`src/rtl/mem_port_arbiter.sv`:
```
// ---------------------------------------------------------------------------
// mem_port_arbiter
//
// Shares the single-port data memory array between the instruction-fetch
// port (IF) and the load/store port (LS). Only one access is in flight at a
// time. Read data is returned to the port that owns the access a fixed
// MEM_LAT cycles after the grant. LS has priority. A starvation counter
// gives IF the next grant after STARVE_MAX consecutive losses.
//
// Parameters
//   ADDR_W      byte address width (ports and memory)
//   DATA_W      data width; byte enables are DATA_W/8 bits
//   MEM_LAT     memory read latency in cycles (>= 1)
//   STARVE_MAX  consecutive IF losses before IF is forced to win (>= 1)
//
// Ports
//   clk, rst_n          core clock, asynchronous active-low reset
//   if_req_i/if_addr_i  IF request and fetch address, held until if_gnt_o
//   if_gnt_o            IF request accepted this cycle
//   if_rvalid_o         IF read data valid (one-cycle pulse)
//   if_rdata_o          IF read data (zero when not valid)
//   ls_req_i            LS request, held with all ls_* until ls_gnt_o
//   ls_we_i/ls_be_i     store enable / store byte enables
//   ls_addr_i           LS address
//   ls_wdata_i          store data
//   ls_gnt_o            LS request accepted this cycle
//   ls_rvalid_o         LS load data valid / store complete (one-cycle pulse)
//   ls_rdata_o          LS load data (zero when not valid)
//   mem_req_o           memory access strobe
//   mem_we_o/mem_be_o   memory write enable / byte enables (all ones for IF)
//   mem_addr_o          memory address
//   mem_wdata_o         memory write data
//   mem_rdata_i         memory read data, valid MEM_LAT cycles after mem_req_o
// ---------------------------------------------------------------------------
module mem_port_arbiter #(
    parameter int ADDR_W     = 32,
    parameter int DATA_W     = 32,
    parameter int MEM_LAT    = 1,
    parameter int STARVE_MAX = 4
) (
    input  logic                  clk,
    input  logic                  rst_n,

    input  logic                  if_req_i,
    input  logic [ADDR_W-1:0]     if_addr_i,
    output logic                  if_gnt_o,
    output logic                  if_rvalid_o,
    output logic [DATA_W-1:0]     if_rdata_o,

    input  logic                  ls_req_i,
    input  logic                  ls_we_i,
    input  logic [DATA_W/8-1:0]   ls_be_i,
    input  logic [ADDR_W-1:0]     ls_addr_i,
    input  logic [DATA_W-1:0]     ls_wdata_i,
    output logic                  ls_gnt_o,
    output logic                  ls_rvalid_o,
    output logic [DATA_W-1:0]     ls_rdata_o,

    output logic                  mem_req_o,
    output logic                  mem_we_o,
    output logic [DATA_W/8-1:0]   mem_be_o,
    output logic [ADDR_W-1:0]     mem_addr_o,
    output logic [DATA_W-1:0]     mem_wdata_o,
    input  logic [DATA_W-1:0]     mem_rdata_i
);

    localparam int BE_W  = DATA_W / 8;
    localparam int CNT_W = $clog2(MEM_LAT + 1);
    localparam int ST_W  = $clog2(STARVE_MAX + 1);

    localparam logic [CNT_W-1:0] CNT_LOAD = CNT_W'(MEM_LAT);
    localparam logic [CNT_W-1:0] CNT_ONE  = CNT_W'(1);
    localparam logic [ST_W-1:0]  ST_MAX   = ST_W'(STARVE_MAX);
    localparam logic [ST_W-1:0]  ST_ONE   = ST_W'(1);

    // Arbiter states
    localparam logic [0:0] S_IDLE = 1'b0;  // no access in flight
    localparam logic [0:0] S_BUSY = 1'b1;  // access in flight, counter MEM_LAT..1

    // Owner of the access in flight
    localparam logic [1:0] OWN_NONE = 2'd0;
    localparam logic [1:0] OWN_IF   = 2'd1;
    localparam logic [1:0] OWN_LS   = 2'd2;

    logic [0:0]       state_q,  state_d;
    logic [CNT_W-1:0] cnt_q,    cnt_d;
    logic [1:0]       owner_q,  owner_d;
    logic [ST_W-1:0]  starve_q, starve_d;

    logic resp_cyc;
    logic grant_opp;
    logic starve_full;
    logic if_win;
    logic ls_win;
    logic if_gnt;
    logic ls_gnt;

    // -----------------------------------------------------------------------
    // Arbitration
    // -----------------------------------------------------------------------

    // The response cycle doubles as a grant opportunity so back-to-back
    // accesses reach one per MEM_LAT cycles.
    assign resp_cyc    = (state_q == S_BUSY) && (cnt_q == CNT_ONE);
    assign grant_opp   = (state_q == S_IDLE) || resp_cyc;
    assign starve_full = (starve_q == ST_MAX);

    assign if_win = grant_opp && if_req_i && (!ls_req_i || starve_full);
    assign ls_win = grant_opp && ls_req_i && !(if_req_i && starve_full);

    // Grants are combinational from registers and requests, so they would
    // otherwise be visible while reset is held; rst_n masks only the outputs
    // and never feeds the state registers.
    assign if_gnt = rst_n && if_win;
    assign ls_gnt = rst_n && ls_win;

    assign if_gnt_o  = if_gnt;
    assign ls_gnt_o  = ls_gnt;
    assign mem_req_o = if_gnt || ls_gnt;

    // -----------------------------------------------------------------------
    // Memory request mux
    // -----------------------------------------------------------------------
    always_comb begin
        mem_we_o    = 1'b0;
        mem_be_o    = '0;
        mem_addr_o  = '0;
        mem_wdata_o = '0;
        if (ls_gnt) begin
            mem_we_o    = ls_we_i;
            mem_be_o    = ls_be_i;
            mem_addr_o  = ls_addr_i;
            mem_wdata_o = ls_wdata_i;
        end else if (if_gnt) begin
            mem_be_o    = {BE_W{1'b1}};
            mem_addr_o  = if_addr_i;
        end
    end

    // -----------------------------------------------------------------------
    // Response routing
    // -----------------------------------------------------------------------
    assign if_rvalid_o = resp_cyc && (owner_q == OWN_IF);
    assign ls_rvalid_o = resp_cyc && (owner_q == OWN_LS);
    assign if_rdata_o  = if_rvalid_o ? mem_rdata_i : '0;
    assign ls_rdata_o  = ls_rvalid_o ? mem_rdata_i : '0;

    // -----------------------------------------------------------------------
    // Next-state logic
    // -----------------------------------------------------------------------
    always_comb begin
        state_d = state_q;
        cnt_d   = cnt_q;
        owner_d = owner_q;
        if (grant_opp) begin
            if (if_win || ls_win) begin
                state_d = S_BUSY;
                cnt_d   = CNT_LOAD;
                owner_d = if_win ? OWN_IF : OWN_LS;
            end else begin
                state_d = S_IDLE;
                cnt_d   = '0;
                owner_d = OWN_NONE;
            end
        end else if (state_q == S_BUSY) begin
            cnt_d = cnt_q - CNT_ONE;
        end
    end

    // A loss only counts when IF actually competed at a grant opportunity;
    // waiting while the memory is busy is not a loss.
    always_comb begin
        starve_d = starve_q;
        if (!if_req_i || if_win) begin
            starve_d = '0;
        end else if (ls_win && !starve_full) begin
            starve_d = starve_q + ST_ONE;
        end
    end

    // -----------------------------------------------------------------------
    // Registers
    // -----------------------------------------------------------------------
    always_ff @(posedge clk or negedge rst_n) begin
        if (!rst_n) begin
            state_q  <= S_IDLE;
            cnt_q    <= '0;
            owner_q  <= OWN_NONE;
            starve_q <= '0;
        end else begin
            state_q  <= state_d;
            cnt_q    <= cnt_d;
            owner_q  <= owner_d;
            starve_q <= starve_d;
        end
    end

endmodule

```
`config.mk`:
```
export PLATFORM = sky130hd
export DESIGN_NAME = mem_port_arbiter
export DESIGN_NICKNAME = d
export VERILOG_FILES = /design/src/rtl/mem_port_arbiter.sv
export SDC_FILE = /design/constraint.sdc
export NUM_CORES = 1
export LEC_CHECK = 0
export ABC_AREA = 1
export CAP_MARGIN = 20
export CORE_AREA = 5 5 105 107
export CTS_CLUSTER_DIAMETER = 60
export CTS_CLUSTER_SIZE = 20
export DETAILED_ROUTE_END_ITERATION = 10
export DIE_AREA = 0 0 110 112
export DONT_BUFFER_PORTS = 1
export GPL_ROUTABILITY_DRIVEN = 0
export SKIP_LAST_GASP = 1
export SLEW_MARGIN = 0
export SYNTH_ARGS = -nofsm -noshare
export SYNTH_HDL_FRONTEND = slang
export SYNTH_SLANG_ARGS = --single-unit
```
`constraint.sdc`:
```
create_clock -name clk -period 1.7 [get_ports clk]
set_input_delay 0.425 -clock clk [delete_from_list [all_inputs] [get_ports clk]]
set_output_delay 0.425 -clock clk [all_outputs]
set_load 0.01 [all_outputs]
```
==> flow_summary.ini <==
[worst_setup_path]
cp.required_ns = 1.27
worstReg2RegStart = starve_q[0]
worstSetupStartpointType = flip-flop
criticalPathCategory = reg -> out
crit_arrival_ns = 1.48
crit_fanout = 6
critPathLaunch = starve_q[1]
cp-end-kind = output pin

[finish]
final_nets = 543
area_delta_synth_final_pct = 80.90
drive_above_1_share = 0.4963
diodes = 0

[floorplanning]
rows = 37
die_w_um = 110
io_pins = 275
initial_core_util = 0.1852
core_area_sq_mm = 0.01005
fp.dieH_um = 112
dieArea_sq_mm = 0.01232

[global_routing]
grt_max_degree = 72
grtUsageTotal = 0.1313
first_global_vias = 2492
gr-total-overflow = 0
antenna_found_initial = 0
grt_pass1_wl_mm = 12.82

[placed_design]
port_buffers = 0
dp_hpwl_mm = 6.718

[logic_synthesis]
yosysTopAreaCell = nand4_1
ys_warn_count = 0
synthCells = 351
synth.cell_area_sq_mm = 0.001861
synthDominantCellAreaShare = 0.2320
syn_nets = 490
synth-seq-cells = 7
yosysSeqAreaShare = 0.09415
syn-mean-instance-area_sq_um = 5.301
synth.distinct_cells = 19
synth_area_leaders = nand4_1, nor2_1, inv_1

[detailed_routing]
post-route-drc-count = 0
drt-pass1-iter-count = 4
wl_mm = 9.721
routed_via_density = 4.800
wire_per_inst_um = 18.04
wirelength_met1_mm = 3.392
top_layer_used = met4
ant_nets = 0
wl_met3_mm = 1.019
drtIter0Drc = 143
wl_met2_mm = 5.263
num_vias = 2587

[cts]
cts_tree = yes
cts_sinks = 7
clock_latency_ns = 0.23
cts.path.max_buffers = 2
path_clk_slew_ns = 0.04
root_buffer = clkbuf_8
cts_buffers = 3
h-tree-depth = 1

[sta]
rsz0062_at_grt = true
fmax_mhz = 525.4
final-max-slew-violation-count = 0
clock_skew_ns = 0.001297
worst_pin_slew_ns = 0.3720
fin_tns_setup_ns = -17.34
setup_viol = 129
fin_crit_sh = 1.120
relSlewSlack = 0.7512
fin_ws_ns = -0.2032
whs_ns = 0.3632
min_period_ns = 1.903
finalHoldViolCount = 0

[hold_path]
hold_path_class = in -> reg
hp-start = if_req_i

[pwr]
power_mw = 1.273
pwr_density_cell_mw_per_mm2 = 378.2
p_leak_nw = 1.643
ir_drop_uv = 273.7

[status]
failed_checks = setup timing
outcome = finished with violations

[run]
maxCapViolations = 0
placed cells by master (no fill, tap or decap), types with 10 or more instances in the layout:
cell type,synthesis,routed
buf_12,0,10
buf_4,3,47
buf_6,15,14
inv_1,77,71
nand2_1,49,14
nand2_2,1,35
nand4_1,69,69
nor2_1,100,33
nor2_4,0,63
cell usage after synthesis:
| master | instances |
|---|---|
| nand3_1 | 6 |
| ha_1 | 2 |
| a21oi_4 | 1 |
| nand3_2 | 1 |
| buf_2 | 12 |
| nand2_1 | 49 |
| a21oi_2 | 1 |
| nand4_1 | 69 |
| nor2_1 | 100 |
| o21ai_0 | 2 |
| clkbuf_1 | 1 |
| buf_6 | 15 |
| nand3_4 | 2 |
| nand2_2 | 1 |
| dfrtp_1 | 7 |
| a21oi_1 | 1 |
| buf_4 | 3 |
| inv_1 | 77 |
| inv_2 | 1 |
worst max-delay path, cell delays in order, from the launching register on:
cell and delay (ns):
dfrtp_1 0.38, inv_2 0.08, ha_4 0.15, nand2_1 0.09
nand2_4 0.13, buf_4 0.13, nand3_4 0.12, nand2_1 0.17
final cells by class:
| class | count | area (sq um) |
|---|---|---|
| Clock buffer | 4 | 45.04 |
| Timing Repair Buffer | 79 | 910.9 |
| Inverter | 78 | 297.8 |
| Multi-Input combinational cell | 235 | 1765 |
| Sequential cell | 7 | 176.4 |
| Tap cell | 136 | 170.2 |
| Fill cell | 1032 | 6680 |
per-layer routing:
metal / track usage / vias up
li1: - / 1216
met5: 0 / -
met4: 0.009144 / 0
met1: 0.1404 / 1173
met2: 0.2540 / 194
met3: 0.04348 / 4
power by group:
part | internal [mW] | total [mW] | switching (mW)
Clock | 0.163 | 0.237 | 0.0748
Sequential | 0.177 | 0.186 | 0.00892
Combinational | 0.346 | 0.850 | 0.504
cells by family (layout without fill, tap and decap cells):
group | Yosys count | in the layout | synth area share
flops | 7 | 7 | 0.09415
fa+ha+maj | 2 | 2 | 0.01345
buf+inv | 109 | 161 | 0.2945
compound gates | 5 | 5 | 0.02152
simple gates | 228 | 228 | 0.5763
sequential cells by signal, indices dropped and copies added (netlist names):
signal    count
state_q       1
cnt_q         1
owner_q       2
starve_q      3
final timing paths:
check | to | slack [ns] | cells past startpoint
max | mem_be_o[1] | -0.20 | 7
min | starve_q[2] | 0.36 | 2
max reg2reg | owner_q[0] | 0.46 | 7
min reg2reg | starve_q[0] | 0.58 | 3
max in group asynchronous | state_q | 0.83 | 1
min in group asynchronous | starve_q[2] | 0.58 | 1
stage by stage:
step | worst slack, ns | cells | instance area [sq um] | util
4_1_cts | -0.1973 | 528 | 2908 | 0.2895
6_report | -0.2032 | 539 | 3366 | 0.3350
2_1_floorplan | 0.01368 | 351 | 1861 | -
3_3_place_gp | -0.02768 | 509 | 2236 | 0.2226
5_1_grt | -0.2870 | 539 | 3366 | 0.3350
3_5_place_dp | -0.03646 | 509 | 2236 | 0.2226
repair_timing:
| action | in CTS | in global routing |
|---|---|---|
| setup buffers | 8 | 10 |
| hold buffers | 1 | 0 |
| cloned | 6 | 1 |
| pin swaps | 8 | 3 |
| gates resized for setup | 125 | 78 |
| hold endpoints to repair | 7 | 0 |
| setup endpoints to repair | 132 | 138 |
Note: power is estimated with default switching activity, not from simulation.
